**config.mk**
```make
export PLATFORM = sky130hd
export DESIGN_NAME = param_stream_sink
export DESIGN_NICKNAME = d
export VERILOG_FILES = /design/src/rtl/param_stream_sink.sv
export SDC_FILE = /design/constraint.sdc
export NUM_CORES = 1
export LEC_CHECK = 0
export CAP_MARGIN = 20
export CORE_MARGIN = 5
export CORE_UTILIZATION = 57
export CTS_CLUSTER_SIZE = 14
export DETAILED_ROUTE_END_ITERATION = 12
export PLACE_DENSITY = 0.74
export SLEW_MARGIN = 5
export SYNTH_ARGS = -nofsm -noshare
export SYNTH_HDL_FRONTEND = slang
export SYNTH_SLANG_ARGS = --single-unit
```
**constraint.sdc**
```tcl
create_clock -name clk -period 2.6 [get_ports clk]
set_clock_uncertainty 0.1 [all_clocks]
set_input_delay 0.78 -clock clk [delete_from_list [all_inputs] [get_ports clk]]
set_output_delay 0.78 -clock clk [all_outputs]
set_load 0.02 [all_outputs]
```
**src/rtl/param_stream_sink.sv**
```systemverilog
// Writable parameter buffer: stores a valid/ready stream of parameter beats, serves them on a 2-cycle ROM-style read port.
// Optional `PARAM_SINK_CHECKSUM_EN adds a running unsigned lane-sum output `checksum`.
module param_stream_sink #(
  parameter int PARAM_TENSOR_SIZE_DIM_0 = 32,
  parameter int PARAM_TENSOR_SIZE_DIM_1 = 1,
  parameter int PARAM_PRECISION_0       = 16,
  parameter int PARAM_PRECISION_1       = 3,
  parameter int PARAM_PARALLELISM_DIM_0 = 1,
  parameter int PARAM_PARALLELISM_DIM_1 = 1,
  localparam int LANES      = PARAM_PARALLELISM_DIM_0 * PARAM_PARALLELISM_DIM_1,
  localparam int IN_DEPTH   = (PARAM_TENSOR_SIZE_DIM_0 * PARAM_TENSOR_SIZE_DIM_1) / LANES,
  localparam int ADDR_WIDTH = $clog2(IN_DEPTH) + 1
) (
  input  logic                                 clk,
  input  logic                                 rst,
  input  logic [PARAM_PRECISION_0-1:0]         data_in [LANES],
  input  logic                                 data_in_valid,
  output logic                                 data_in_ready,
  input  logic                                 load_start,
  output logic                                 load_done,
  input  logic [ADDR_WIDTH-1:0]                address0,
  input  logic                                 ce0,
  output logic [PARAM_PRECISION_0*LANES-1:0]   q0
`ifdef PARAM_SINK_CHECKSUM_EN
  ,
  output logic [PARAM_PRECISION_0+7:0]         checksum
`endif
);

  localparam int P         = PARAM_PRECISION_0;
  localparam int W         = P * LANES;
  localparam int RAM_AW    = (IN_DEPTH > 1) ? $clog2(IN_DEPTH) : 1;
  localparam int RAM_WORDS = 1 << RAM_AW;

  typedef enum logic [1:0] {S_IDLE, S_LOAD, S_FULL} state_t;

  state_t                r_state;
  logic [ADDR_WIDTH-1:0] r_wr_ptr;
  logic                  r_ready;
  logic                  r_done;
  logic [W-1:0]          r_ram [RAM_WORDS];
  logic [W-1:0]          r_stage0;
  logic [W-1:0]          r_stage1;

  logic [W-1:0]          w_wr_word;
  logic                  w_wr_en;
  logic                  w_last;
  logic                  w_addr_ok;
  logic [RAM_AW-1:0]     w_rd_idx;
  logic [RAM_AW-1:0]     w_wr_idx;

  // A beat arriving together with load_start is dropped: the restart wins.
  assign w_wr_en   = r_ready && data_in_valid && !load_start;
  assign w_last    = (r_wr_ptr == ADDR_WIDTH'(IN_DEPTH - 1));
  assign w_addr_ok = (address0 < ADDR_WIDTH'(IN_DEPTH));
  assign w_rd_idx  = address0[RAM_AW-1:0];
  assign w_wr_idx  = r_wr_ptr[RAM_AW-1:0];

  generate
    for (genvar gi = 0; gi < LANES; gi++) begin : g_pack
      assign w_wr_word[P*gi +: P] = data_in[gi];
    end
  endgenerate

  always_ff @(posedge clk or posedge rst) begin
    if (rst) begin
      r_state  <= S_IDLE;
      r_wr_ptr <= '0;
      r_ready  <= 1'b0;
      r_done   <= 1'b0;
    end else if (load_start) begin
      r_state  <= S_LOAD;
      r_wr_ptr <= '0;
      r_ready  <= 1'b1;
      r_done   <= 1'b0;
    end else begin
      case (r_state)
        S_LOAD: begin
          if (w_wr_en) begin
            if (w_last) begin
              r_state  <= S_FULL;
              r_wr_ptr <= '0;
              r_ready  <= 1'b0;
              r_done   <= 1'b1;
            end else begin
              r_wr_ptr <= r_wr_ptr + 1'b1;
            end
          end
        end
        default: ;
      endcase
    end
  end

  always_ff @(posedge clk) begin
    if (w_wr_en) begin
      r_ram[w_wr_idx] <= w_wr_word;
    end
  end

  // Two-stage read pipeline mirrors the generated parameter ROMs; ce0 low freezes both stages.
  always_ff @(posedge clk or posedge rst) begin
    if (rst) begin
      r_stage0 <= '0;
      r_stage1 <= '0;
    end else if (ce0) begin
      r_stage0 <= w_addr_ok ? r_ram[w_rd_idx] : '0;
      r_stage1 <= r_stage0;
    end
  end

  assign data_in_ready = r_ready;
  assign load_done     = r_done;
  assign q0            = r_stage1;

`ifdef PARAM_SINK_CHECKSUM_EN
  localparam int CW = P + 8;
  logic [CW-1:0] r_checksum;
  logic [CW-1:0] w_beat_sum;

  always_comb begin
    w_beat_sum = '0;
    for (int j = 0; j < LANES; j++) begin
      w_beat_sum = w_beat_sum + CW'(data_in[j]);
    end
  end

  always_ff @(posedge clk or posedge rst) begin
    if (rst) begin
      r_checksum <= '0;
    end else if (load_start) begin
      r_checksum <= '0;
    end else if (w_wr_en) begin
      r_checksum <= r_checksum + w_beat_sum;
    end
  end

  assign checksum = r_checksum;
`endif

endmodule
```
# == Word level (Yosys, flattened, before mapping) ==
# Memory sizes are Yosys's and may differ from the RTL's.
# Index checks and enable logic that the tools add are counted.
# word_totals
reg_bits,42
inputBits,27
ram_bits,512
word_cells,38
out_inout_bits,18
memories,1
# mem_list
memory,depth,width,rd,rd_clocked_by_memory_dff,write_ports,line,source
r_ram,32,16,1,0,1,41,logic [W-1:0] r_ram [RAM_WORDS];
# classes
eq_ne,2
addsub,1
magnitude_cmp,1
mux,19
reduce_logical,8
# op_table
op,n
$mux W6,4
$mux W16,1
$mux W1,10
$mux W2,4
$add A6 B1 Y6 const B,1
$eq A6 B5 Y1 const B,1
$lt A6 B6 Y1 const B,1
$reduce_bool A2 Y1,3
$reduce_and A3 Y1,1
$eq A2 B1 Y1 const B,1
$logic_and A1 B1 Y1,2
$reduce_and A2 Y1,1
$logic_not A1 Y1,1

# == Logic depth before layout (Yosys ltp) ==
# depth
word_depth,5
ltp_mapped,10
depth_no_buf,6

# == Least setup slack after synthesis ==
# OpenSTA, ideal clock, no wires.
# synth_timing
kind,input-to-reg
start,input load_start
end,memory r_ram[30][0] (netlist bit) (enable)
path_slack_ps,47
setup_time_ps,388
path_stages,4
path_buffers,1
required_ps,2112
t_arrival_ps,2065
path_cell_list,clkbuf_1 > nor2_1 > nand2_1 > nor2_1
# synth_via
elab_chain_len,4
# synth_lines
element,line,source
start: declaration,19,"input logic load_start,"
$logic_not A1 Y1,53,assign w_wr_en = r_ready && data_in_valid && !load_start;
$logic_and A1 B1 Y1,53,
$mux W1,96,if (w_wr_en) begin
$mux W1 (not written as such),97,r_ram[w_wr_idx] <= w_wr_word;
end: declaration,41,
# No other way between the ends.

# == Worst setup path in the final report ==
# layout_timing
start,input address0[0]
end,register r_stage0[7]
# layout_via
elab_chain_len,2
word_cells_on_any_way,3
classes_between,order compare (1); mux (1); memory (1)
# layout_lines
element,line,source
start: declaration,21,"input logic [ADDR_WIDTH-1:0] address0,"
$mem_v2 Z32 W16 or $lt A6 B6 Y1 (tied branches),n/a,
$mux W16 *,107,r_stage0 <= w_addr_ok ? r_ram[w_rd_idx] : '0;
end signal: assignment,107,
end: declaration,42,logic [W-1:0] r_stage0;
# Mark *: on every way between the ends. The rest lies on a longest branch, timed or not.
# A chain may end at the register's enable or synchronous reset.

==> impl_metrics.toml <==
[final_layout]
final_layout_size_suffix_gt1_share_pct = 26.1
finish.net_count = 1320
instances_no_fill = 1840
syn2layout_area_growth_pct = 18.5
antenna_cells = 0

[synth]
yosysTopAreaCellShare_pct = 71.1
postSynthAreaPerCell_um2 = 19.5
syn-num-nets = 1139
syn_inst = 1108
synth.yosys.warnings = 0
async_flop_share_pct = 7.25
synth-edff-count = 512
synthMostInstantiatedCell = "sky130_fd_sc_hd__edfxtp_1"
ys_ff_latch = 552
postSynth.topFlopCell = "sky130_fd_sc_hd__edfxtp_1"
synth_top_cells_by_count = "sky130_fd_sc_hd__edfxtp_1, sky130_fd_sc_hd__mux2i_1, sky130_fd_sc_hd__mux4_2, sky130_fd_sc_hd__nor2_1, sky130_fd_sc_hd__dfrtp_1"
synthTopCellsByArea = "sky130_fd_sc_hd__edfxtp_1, sky130_fd_sc_hd__mux4_2, sky130_fd_sc_hd__mux2i_1"
synthDominantAreaCellType = "sky130_fd_sc_hd__edfxtp_1"
synth.yosys.seq_area_share_pct = 75.8
synthDistinctLibCells = 40
synth_area_um2 = 21600

[setup_path]
critical-path-max-stage-delay_ns = 0.42
critical_path.cell_chain = "buf_8, buf_4, buf_4, buf_4, mux2i_1, a221oi_1, o221ai_1, o22ai_1"
cp-end-kind = "flip-flop"
worst-endpoint-required_ns = 2.99
timing.critical_path.fanout_max = 13
critical_path.slowest_cell = "sky130_fd_sc_hd__a221oi_1"
worst-setup-path-type = "in2reg"
crit_arrival_ns = 2.86
critPathLaunchType = "primary input"
worst_path_most_repeated_cell = "sky130_fd_sc_hd__buf_4"

[global_route]
track_usage_pct = 24.2
first_global_vias = 11400
globalRoute.totalOverflow = 0
grt_antenna_before_repair = 0
grt_start_max_net_pins = 41
wire_length_of_the_first_global_routing_pass_um = 74000

[sta]
worst_hold_slack_ns = 0.408
worstMarginPinSlew_ns = 0.548
slew-limit-headroom_pct = 63.5
finalSetupViolations = 0
post-route-period-util_pct = 95.0
unrepaired_setup_endpoints_after_global_routing = "no"
timing.fmax_ghz = 0.405
finalWorstPathRequiredPeriod_ns = 2.47
report.final.slew_viol_count = 0
total_count_of_hold_check_failures_in_the_final_report = 0

[clock_tree]
clkSinkCount = 552
postCtsSetupBuffers = 0
worstSkewPairLatency_ns = 0.59
number_of_gates_given_a_new_drive_strength_after_cts = 0
hold_fix_buffers_cts = 0
clock_tree.root_cell = "sky130_fd_sc_hd__clkbuf_16"
htreeDepth = 2
cts_buffers = 53
ctsLongestPathBuffers = 3
worst_setup_hold_path_clk_slew_ns = 0.06
tritoncts = "yes"

[floorplanning]
boundaryPins = 45
core-area_um2 = 37600
num_rows = 71
floorplan.die.height_um = 205
fp.dieW_um = 205
die_area_um2 = 41900
starting_density_of_the_core_pct = 57.5

[detailed_routing]
drtIter0Drc = 1088
wl_per_cell_um = 27.1
drc = 0
totalWireLength_um = 49800
final_ant_viol_nets = 0
vias = 11300
drtPass1Iterations = 5
routed_via_density = 6.14

[status]
outcome = "completed"

[pwr]
total_leakage_power_uw = 0.00891
power-per-cell-area_nw_per_um2 = 731
worst_case_vdd_ir_drop_mv = 0.529

[placed_design]
gp_congestion = 0.819
port-buffer-count = 44
dp_cells = 1745
dp.final_hpwl_um = 30300

[worst_hold_path]
hold_path_class = "reg2reg"

[run]
timing.max_cap.violations = 0
## worst paths after layout
path	depth (start not counted)	start	end	slack [ns]
hold reg to reg	1	q0[10]$_DFFE_PP0P_	q0[10]$_DFFE_PP0P_	0.41
max in group asynchronous	3	rst	q0[3]$_DFFE_PP0P_	1.71
min in group asynchronous	3	rst	r_wr_ptr[5]$_DFFE_PP0P_	0.44
setup reg to reg	5	r_ram[13][8]$_DFFE_PP_	r_stage0[8]$_DFFE_PP0P_	0.56
setup / recovery	8	address0[0]	r_stage0[7]$_DFFE_PP0P_	0.13
hold / removal	1	q0[10]$_DFFE_PP0P_	q0[10]$_DFFE_PP0P_	0.41
## routing by layer
metal	track usage (%)	vias up	part of all wire (%)	routed length (um)
met2	40.8	482	50	25100
met5	0	-	0	0
met1	33.8	5871	40	20100
li1	-	4853	-	-
met4	6.58	0	2.5	1260
met3	3.26	88	6.7	3320
## cell type report
class                      count  area [um^2]
inverter                      19         71.3
clock buffer                  72         1460
tap                          511          639
multi-input combinational    472         4790
timing repair buffer         191         2010
fill                        2392        12000
sequential                   552        16400
clock inverter                23          264
## state kept, by name (all words and copies together) (netlist names)
signal,flops
r_ram,512
q0,16
r_stage0,16
r_state,1
r_wr_ptr,6
load_done,1
## critical path, delay by kind of cell
family	cells	cell delay, ns
buffers and inverters	4	0.90
AOI/OAI and AO/OA	3	0.99
muxes	1	0.14
## stage by stage
step	cell area [um^2]	worst slack, ns	util, %	setup TNS (ns)	total power [uW]
floorplan	21600	0.0469	-	0	10700
global placement	23900	-0.349	63.6	-4.08	11300
detailed placement	23900	-0.368	63.6	-5.60	11300
CTS	25600	0.0702	68.2	0	18800
global route	25600	0.0716	68.2	0	19300
finish	25600	0.130	68.2	0	18700
## cells in the final DEF (no fill, tap or decap), types with 6 or more instances in the layout
cell type / n
sky130_fd_sc_hd__a221oi_2: 7
sky130_fd_sc_hd__a22o_1: 27
sky130_fd_sc_hd__clkbuf_16: 53
sky130_fd_sc_hd__buf_4: 109
sky130_fd_sc_hd__dfrtp_1: 40
sky130_fd_sc_hd__buf_12: 38
sky130_fd_sc_hd__bufinv_16: 6
sky130_fd_sc_hd__mux2_2: 36
sky130_fd_sc_hd__clkbuf_1: 13
sky130_fd_sc_hd__a21oi_1: 28
sky130_fd_sc_hd__nand3_1: 8
sky130_fd_sc_hd__clkdlybuf4s50_1: 41
sky130_fd_sc_hd__nand2_1: 30
sky130_fd_sc_hd__inv_1: 18
sky130_fd_sc_hd__clkinv_2: 12
sky130_fd_sc_hd__a221oi_1: 20
sky130_fd_sc_hd__mux2_4: 7
sky130_fd_sc_hd__mux4_2: 64
sky130_fd_sc_hd__clkbuf_8: 6
sky130_fd_sc_hd__and3_1: 6
sky130_fd_sc_hd__edfxtp_1: 512
sky130_fd_sc_hd__mux2i_1: 133
sky130_fd_sc_hd__nor2_1: 40
sky130_fd_sc_hd__o221ai_1: 11
sky130_fd_sc_hd__o22ai_1: 17
## power breakdown
group          total (uW)  switching (uW)  leakage, uW  internal, uW
Clock                7620            3120     0.000854          4500
Sequential           9860            59.0      0.00512          9800
Combinational        1250             699      0.00294           550
## kinds of logic (layout without fill, tap and decap cells)
family,Yosys count,count (layout),share of synthesized area [%]
XOR/XNOR,2,2,0.0811
AO/OA/AOI/OAI,126,126,4.56
buffers and inverters,84,305,2.10
AND/OR/NAND/NOR,100,100,2.06
multiplexers,240,240,15.2
flip-flops,552,552,75.8
adder cells (fa/ha/maj),4,4,0.232
No activity file was read; power rests on OpenSTA's default activity.
